$ cat src/rtl/wfg_subcore_sequencer.sv
`default_nettype none
// ============================================================================
// Module : wfg_subcore_sequencer
// Brief  : Subcycle/sync pulse time base for the WFG subcore, with per-period
//          shadowed configuration and graceful (drain-to-boundary) disable.
// Rev    : 1.0  initial release
// ============================================================================

module wfg_subcore_sequencer #(
  parameter int SUBW  = 16,
  parameter int SYNCW = 8
) (
  input  logic             clk,
  input  logic             rst_n,
  input  logic             ctrl_en_q_i,
  input  logic [SUBW-1:0]  cfg_subcycle_q_i,
  input  logic [SYNCW-1:0] cfg_sync_q_i,
  output logic             subcycle_pls_o,
  output logic             sync_pls_o,
  output logic [SYNCW-1:0] subcycle_cnt_o,
  output logic             active_o
);

  typedef enum logic [1:0] {
    ST_IDLE  = 2'd0,
    ST_RUN   = 2'd1,
    ST_DRAIN = 2'd2
  } state_e;

  state_e           state_q, state_d;
  logic [SUBW-1:0]  clk_cnt_q, clk_cnt_d;
  logic [SYNCW-1:0] sub_cnt_q, sub_cnt_d;
  logic [SUBW-1:0]  sub_sh_q, sub_sh_d;
  logic [SYNCW-1:0] sync_sh_q, sync_sh_d;
  logic             sub_pls_q, sub_pls_d;
  logic             sync_pls_q, sync_pls_d;
  logic             active_q, active_d;

  logic             sub_evt;
  logic             sync_bnd;

  assign sub_evt  = (clk_cnt_q == '0);
  assign sync_bnd = sub_evt && (sub_cnt_q == sync_sh_q);

  always_comb begin
    state_d    = state_q;
    clk_cnt_d  = clk_cnt_q;
    sub_cnt_d  = sub_cnt_q;
    sub_sh_d   = sub_sh_q;
    sync_sh_d  = sync_sh_q;
    sub_pls_d  = 1'b0;
    sync_pls_d = 1'b0;
    active_d   = active_q;

    case (state_q)
      ST_IDLE: begin
        if (ctrl_en_q_i) begin
          state_d   = ST_RUN;
          clk_cnt_d = cfg_subcycle_q_i;
          sub_cnt_d = '0;
          sub_sh_d  = cfg_subcycle_q_i;
          sync_sh_d = cfg_sync_q_i;
          active_d  = 1'b1;
        end
      end

      ST_RUN, ST_DRAIN: begin
        if (sub_evt) begin
          sub_pls_d = 1'b1;
          clk_cnt_d = sub_sh_q;
          if (sync_bnd) begin
            // Config is only sampled here, so a period never sees a torn setting.
            sync_pls_d = 1'b1;
            sub_cnt_d  = '0;
            sub_sh_d   = cfg_subcycle_q_i;
            sync_sh_d  = cfg_sync_q_i;
            clk_cnt_d  = cfg_subcycle_q_i;
            if (!ctrl_en_q_i) begin
              state_d   = ST_IDLE;
              clk_cnt_d = '0;
              active_d  = 1'b0;
            end
          end else begin
            sub_cnt_d = sub_cnt_q + SYNCW'(1);
          end
        end else begin
          clk_cnt_d = clk_cnt_q - SUBW'(1);
        end

        if (!sync_bnd) begin
          state_d = ctrl_en_q_i ? ST_RUN : ST_DRAIN;
        end
      end

      default: begin
        state_d   = ST_IDLE;
        clk_cnt_d = '0;
        sub_cnt_d = '0;
        active_d  = 1'b0;
      end
    endcase
  end

  always_ff @(posedge clk or negedge rst_n) begin
    if (!rst_n) begin
      state_q    <= ST_IDLE;
      clk_cnt_q  <= '0;
      sub_cnt_q  <= '0;
      sub_sh_q   <= '0;
      sync_sh_q  <= '0;
      sub_pls_q  <= 1'b0;
      sync_pls_q <= 1'b0;
      active_q   <= 1'b0;
    end else begin
      state_q    <= state_d;
      clk_cnt_q  <= clk_cnt_d;
      sub_cnt_q  <= sub_cnt_d;
      sub_sh_q   <= sub_sh_d;
      sync_sh_q  <= sync_sh_d;
      sub_pls_q  <= sub_pls_d;
      sync_pls_q <= sync_pls_d;
      active_q   <= active_d;
    end
  end

  assign subcycle_pls_o = sub_pls_q;
  assign sync_pls_o     = sync_pls_q;
  assign subcycle_cnt_o = sub_cnt_q;
  assign active_o       = active_q;

endmodule

`default_nettype wire

$ cat config.mk
export PLATFORM = sky130hd
export DESIGN_NAME = wfg_subcore_sequencer
export DESIGN_NICKNAME = d
export VERILOG_FILES = /design/src/rtl/wfg_subcore_sequencer.sv
export SDC_FILE = /design/constraint.sdc
export NUM_CORES = 1
export LEC_CHECK = 0
export BUFFER_PORTS_ARGS = -buffer_cell sky130_fd_sc_hd__buf_4
export CAP_MARGIN = 20
export CORE_AREA = 2 2 85 87
export DETAILED_ROUTE_END_ITERATION = 10
export DIE_AREA = 0 0 87 89
export GPL_TIMING_DRIVEN = 0
export PLACE_DENSITY = 0.68
export SLEW_MARGIN = 20
export SYNTH_ARGS = -nofsm -noshare
export SYNTH_HDL_FRONTEND = slang
export SYNTH_SLANG_ARGS = --single-unit
$ cat constraint.sdc
create_clock -name clk -period 3.5 [get_ports clk]
set_input_delay 0.525 -clock clk [delete_from_list [all_inputs] [get_ports clk]]
set_output_delay 0.525 -clock clk [all_outputs]
set_load 0.01 [all_outputs]
==> results of run 1 <==
## Yosys cell counts (8+ instances only)
library cell	number
dfrtp_1	53
inv_1	8
clkbuf_1	18
o21ai_0	19
nor4_1	8
nand2_1	24
nor3_1	24
xnor2_1	17
a21oi_1	19
nand3_1	14
mux2_4	20
nor2_1	10
## final cells by class
cell class                      count  area [µm²]
Sequential cell                    53        1330
Inverter                            9        33.8
Fill cell                         577        2950
Buffer                             23         128
Clock buffer                        7        86.3
Multi-Input combinational cell    249        1830
Timing Repair Buffer               36         270
Tap cell                           80         100
## placed cells by master (no fill, tap or decap), types with 8 or more instances in the layout
cell type	Yosys	final
mux2_4	20	20
a21oi_1	19	19
clkbuf_1	18	19
dfrtp_1	53	53
nor3_1	24	23
nand2_1	24	24
o21ai_0	19	19
nand3_1	14	14
nor2_1	10	10
xnor2_1	17	17
nor4_1	8	8
inv_1	8	8
buf_4	0	36
## per-layer routing
layer	part of all wire, %	track usage (%)
met1	44	32.5
met2	47	40.0
met3	6.9	4.99
met4	2.0	9.80
met5	0	0
## worst max-delay path, cell delays in order, from the launching register on
cell and delay [ns]:
dfrtp_1 0.46, or4_4 0.58, nand4b_4 0.28, or3_4 0.41, a211oi_4 0.52, buf_12 0.22
mux2_4 0.30
## registers in the layout (all words and copies together), names as in the netlist
name / cells
sync_pls_o: 1
sync_sh_q: 8
clk_cnt_q: 16
state_q: 2
subcycle_pls_o: 1
subcycle_cnt_o: 8
sub_sh_q: 16
active_o: 1
## power by group through the flow
stage	clock, mW	sequential, mW	combinational [mW]
finish	0.360	1.11	1.99
floorplan	0	1.06	1.57
CTS	0.363	1.11	1.99
global route	0.391	1.15	2.18
detailed placement	0	1.12	1.98
global placement	0	1.12	1.94
## stage by stage
stage / instances / total power [mW] / worst slack [ns] / utilization, % / hold WS [ns]
detailed placement: 450 / 3.10 / 0.583 / 54.8 / 0.494
CTS: 457 / 3.46 / 0.557 / 56.1 / 0.275
global placement: 450 / 3.06 / 0.519 / 54.7 / 0.491
global route: 457 / 3.72 / 0.445 / 56.1 / 0.301
floorplan: 334 / 2.63 / 0.912 / - / 0.229
finish: 457 / 3.46 / 0.595 / 56.1 / 0.236
## cell families (layout without fill, tap and decap cells)
family	Yosys count	count (layout)	share of synthesized area [%]
muxes	25	25	10.7
adders and majority gates	5	5	1.89
and+or+nand+nor	115	115	20.0
DFF	53	53	40.1
AOI/OAI and AO/OA	87	87	17.9
buffers and inverters	32	75	4.88
xor gates and xnor gates	17	17	4.50
## path summary, 6_finish.rpt
check	depth (start not counted)	endpoint	slack [ns]	startpoint
max reg2reg	6	sub_sh_q[15]	0.59	clk_cnt_q[11]
min in group clk	2	sync_sh_q[5]	0.44	cfg_sync_q_i[5]
min reg2reg	1	sub_sh_q[5]	0.52	sub_sh_q[5]
max	6	sub_sh_q[15]	0.59	clk_cnt_q[11]
min	1	sub_sh_q[9]	0.24	rst_n
max in group asynchronous	1	clk_cnt_q[5]	2.81	rst_n
==> results.py, run 1 <==
metrics = {
    "status": {
        "outcome": "finished, final reports clean",
    },
    "timing": {
        "fmax_ghz": 0.344,
        "hold_violations": 0,
        "setup_viol": 0,
        "worst_pin_slew_ns": 0.671,
        "fin_setup_tns_ns": 0,
        "slew_viol_final": 0,
        "rsz0062_at_grt": "no",
        "fin_skew_ns": 0.00747,
        "fin_crit_ns": 2.91,
        "finalCritPeriodShare_pct": 83.0,
        "relSlewSlack_pct": 55.3,
    },
    "floorplanning": {
        "row_count": 30,
        "dieArea_um2": 7740,
        "io_pins": 38,
        "dieHeight_um": 89,
        "coreArea_um2": 6720,
        "die_w_um": 87,
        "start_util_pct": 49.2,
    },
    "routing": {
        "dr.pass1.iters": 5,
        "antenna_left": 0,
        "drt_iter0_markers": 328,
        "wl_per_cell_um": 19.3,
        "drc_errors": 0,
        "routed_wl_mm": 8.84,
        "routed-via-count": 2861,
        "via_per_inst": 6.26,
    },
    "global_route": {
        "track_usage_pct": 24.7,
        "grt_max_degree": 54,
        "grt_pass1_vias": 2921,
        "grt_pass1_wl_mm": 14.8,
        "globalRouteOverflowTotal": 0,
        "antenna_found_initial": 0,
    },
    "clock_tree": {
        "cts_resized": 0,
        "insertion_delay_ns": 0.31,
        "cts_hold_buf": 0,
        "cts_sinks": 53,
        "cts_made_buffers": 5,
        "cts_max_path_buffers": 2,
        "cts_tree": "built",
        "ctsHtreeMaxLevel": 2,
        "path_clk_slew_ns": 0.10,
        "root_buffer": "clkbuf_8",
        "cts_setup_buffers": 0,
    },
    "setup_path": {
        "startpoint_type": "flop",
        "worstPathRequired_ns": 3.70,
        "worstSetupEndpointType": "flop",
        "crit_arrival_ns": 3.11,
        "path_max_fanout": 10,
        "critical_path_class": "flop to flop",
    },
    "finish": {
        "diodes": 0,
        "final_nets": 409,
        "area_growth_syn_to_layout_pct": 14.0,
        "postLayoutCellArea_um2": 3770,
        "drive_gt1_share_pct": 21.8,
    },
    "synthesis": {
        "syn_area_um2": 3310,
        "yosysTopAreaCell": "dfrtp_1",
        "ys_ff_latch": 53,
        "synthTopCellsByArea": "dfrtp_1 40%, mux2_4 9.1%, xnor2_1 4.5%, nor3_1 3.6%, a21oi_1 2.9%",
        "async_reset_ff_share_pct": 100,
        "ys_types": 60,
        "synth_top_flop_cell": "dfrtp_1",
        "syn_nets": 366,
        "ys_seq_area_share_pct": 40.1,
        "avgSynthCellArea_um2": 9.90,
        "yosysWarnings": 0,
        "synth_top_area_share_pct": 40.1,
        "syn_inst": 334,
        "synth-edff-count": 0,
    },
    "pwr": {
        "peakVddDrop_mv": 0.658,
        "p_per_area_nw_per_um2": 918,
        "p_leak_nw": 1.56,
        "swShare_pct": 42.0,
        "p_switching_mw": 1.45,
        "seq_power_share_pct": 32.2,
        "power_frac_comb_pct": 57.4,
        "pwr-share-clk_pct": 10.4,
        "p_int_mw": 2.01,
    },
    "job": {
        "maxCapViolCount": 0,
    },
    "place": {
        "io_buffers": 36,
        "gp_congestion": 0.912,
        "dp.final_hpwl_mm": 6.15,
        "place_area_um2": 3680,
    },
    "min_path": {
        "hold_path.class": "input port to async pin",
    },
}
No activity file was read; power rests on OpenSTA's default activity.
==> inputs of run 2 (changes only) <==
==> constraint.sdc (replaced) <==
create_clock -name clk -period 3 [get_ports clk]
set_input_delay 0.45 -clock clk [delete_from_list [all_inputs] [get_ports clk]]
set_output_delay 0.45 -clock clk [all_outputs]
set_load 0.01 [all_outputs]
==> run 2 against run 1 <==
  * Sequential cell count stayed put
  * Power is 20% higher
  * Sequential power is 17% higher
==> results.py, run 2 (synthesis gave the netlist of run 1 again) <==
metrics = {
    "status": {
        "outcome": "finished, final reports clean",
    },
    "routing": {
        "wl_per_cell_um": 19.4,
        "wl_met3_um": 594,
        "wl_met2_mm": 4.10,
        "via_per_inst": 6.25,
        "wl_met1_mm": 4.00,
        "dr.pass1.iters": 5,
        "drt_iter0_markers": 385,
        "routed-via-count": 2874,
        "dr.max_layer_used": "met4",
        "antenna_left": 0,
        "routed_wl_mm": 8.91,
        "drc_errors": 0,
    },
    "finish": {
        "layout_common_cells": "53 x dfrtp_1, 38 x buf_4, 24 x nand2_1",
        "largestRegisters": "clk_cnt_q x16, sub_sh_q x16",
        "diodes": 0,
        "final_nets": 412,
        "area_growth_syn_to_layout_pct": 15.0,
        "final_util_pct": 56.6,
        "drive_gt1_share_pct": 22.4,
        "final_common_cell": "dfrtp_1",
    },
    "global_route": {
        "antenna_found_initial": 0,
        "track_usage_pct": 24.7,
        "grt_max_degree": 54,
        "grt_pass1_vias": 2921,
        "globalRouteOverflowTotal": 0,
        "grt_pass1_wl_mm": 14.8,
    },
    "clock_tree": {
        "cts_made_buffers": 5,
        "insertion_delay_ns": 0.31,
        "cts_max_path_buffers": 2,
        "cts_tree": "built",
        "ctsHtreeMaxLevel": 2,
        "root_buffer": "clkbuf_8",
        "cts_sinks": 53,
        "cts_resized": 0,
        "path_clk_slew_ns": 0.09,
    },
    "pwr": {
        "peakVddDrop_mv": 0.777,
        "p_leak_nw": 1.58,
        "p_per_area_nw_per_um2": 1090,
    },
    "timing": {
        "fin_skew_ns": 0.00480,
        "finalCritPeriodShare_pct": 90.9,
        "rsz0062_at_grt": "no",
        "fmax_ghz": 0.367,
        "fin_setup_tns_ns": 0,
        "relSlewSlack_pct": 54.4,
        "slew_viol_final": 0,
        "setup_viol": 0,
        "worst_pin_slew_ns": 0.680,
        "fin_crit_ns": 2.73,
        "hold_violations": 0,
    },
    "floorplanning": {
        "coreArea_um2": 6720,
        "io_pins": 38,
        "die_w_um": 87,
        "start_util_pct": 49.2,
        "row_count": 30,
        "dieHeight_um": 89,
        "dieArea_um2": 7740,
    },
    "job": {
        "maxCapViolCount": 0,
    },
    "setup_path": {
        "path_depth": 8,
        "worstPathCellList": "inv_1 > ha_1 > nor4b_4 > and4_1 > buf_1 > clkbuf_1 > a31oi_1 > a221o_1",
        "worstPathRequired_ns": 3.20,
        "cpPeakStageDelay_ns": 0.53,
        "path_max_fanout": 10,
        "critical_path_class": "flop to flop",
        "critPathBufInv": 3,
        "worstSetupEndpointType": "flop",
        "cpLargestDelayFamily": "buffers and inverters",
        "startpoint_type": "flop",
        "crit_arrival_ns": 2.92,
        "crit_path_top_delay_cell": "clkbuf_1",
        "r2r_cells": 8,
    },
    "place": {
        "io_buffers": 36,
        "dp.final_hpwl_mm": 6.15,
        "gp_congestion": 0.912,
    },
    "min_path": {
        "hold_path.class": "input port to async pin",
    },
}
==> run 2: cell count changes in the layout (fill, tap and decap cells not counted) <==
cell	before	now
buf_12	2	3
buf_4	36	38
==> run 2: metrics by stage <==
| step | setup WS (ns) | hold WS [ns] | power [mW] | instances | area (µm²) |
|---|---|---|---|---|---|
| 2_1_floorplan | 0.412 | 0.154 | 3.07 | 334 | 3310 |
| 3_3_place_gp | 0.0937 | 0.491 | 3.56 | 450 | 3680 |
| 3_5_place_dp | 0.0832 | 0.494 | 3.61 | 450 | 3680 |
| 4_1_cts | 0.0566 | 0.200 | 4.04 | 457 | 3770 |
| 5_1_grt | 0.149 | 0.226 | 4.45 | 460 | 3800 |
| 6_report | 0.273 | 0.171 | 4.15 | 460 | 3800 |
==> run 2: final timing paths <==
kind,from,end,slack (ns)
max,clk_cnt_q[0],state_q[0],0.27
min,rst_n,sub_sh_q[9],0.17
max reg2reg,clk_cnt_q[0],state_q[0],0.27
min reg2reg,sub_sh_q[5],sub_sh_q[5],0.52
max in group asynchronous,rst_n,clk_cnt_q[5],2.39
min in group clk,cfg_sync_q_i[5],sync_sh_q[5],0.37
==> run 2: timing repair <==
action	CTS	global route
endpoints found under the hold margin	0	0
setup endpoints to repair	0	20
setup buffers	0	3
hold buffers	0	0
==> run 2: cell type report <==
type	instances	area, µm²
repair buffers	39	305
plain buffers	23	128
inverters	9	33.8
well taps	80	100
fillers	578	2910
clock buffers	7	86.3
flip-flops and latches	53	1330
multi-input cells	249	1830
==> run 2: worst reg2reg max path, stage by stage (launching register included) <==
cell	delay, ns
dfrtp_1	0.42
inv_1	0.11
ha_1	0.18
nor4b_4	0.35
and4_1	0.24
buf_1	0.35
clkbuf_1	0.53
a31oi_1	0.17
a221o_1	0.28
==> run 2: where the power goes <==
part	total, mW	internal (mW)	switching (mW)
sequential	1.30	1.02	0.282
clock	0.414	0.184	0.230
combinational	2.44	1.22	1.21
total	4.15	2.42	1.73
==> run 2: per-layer routing <==
layer,vias to the layer above,GRT usage (%)
li1,1343,-
met1,1390,32.5
met2,119,40.0
met3,22,4.99
met4,0,9.80
met5,-,0
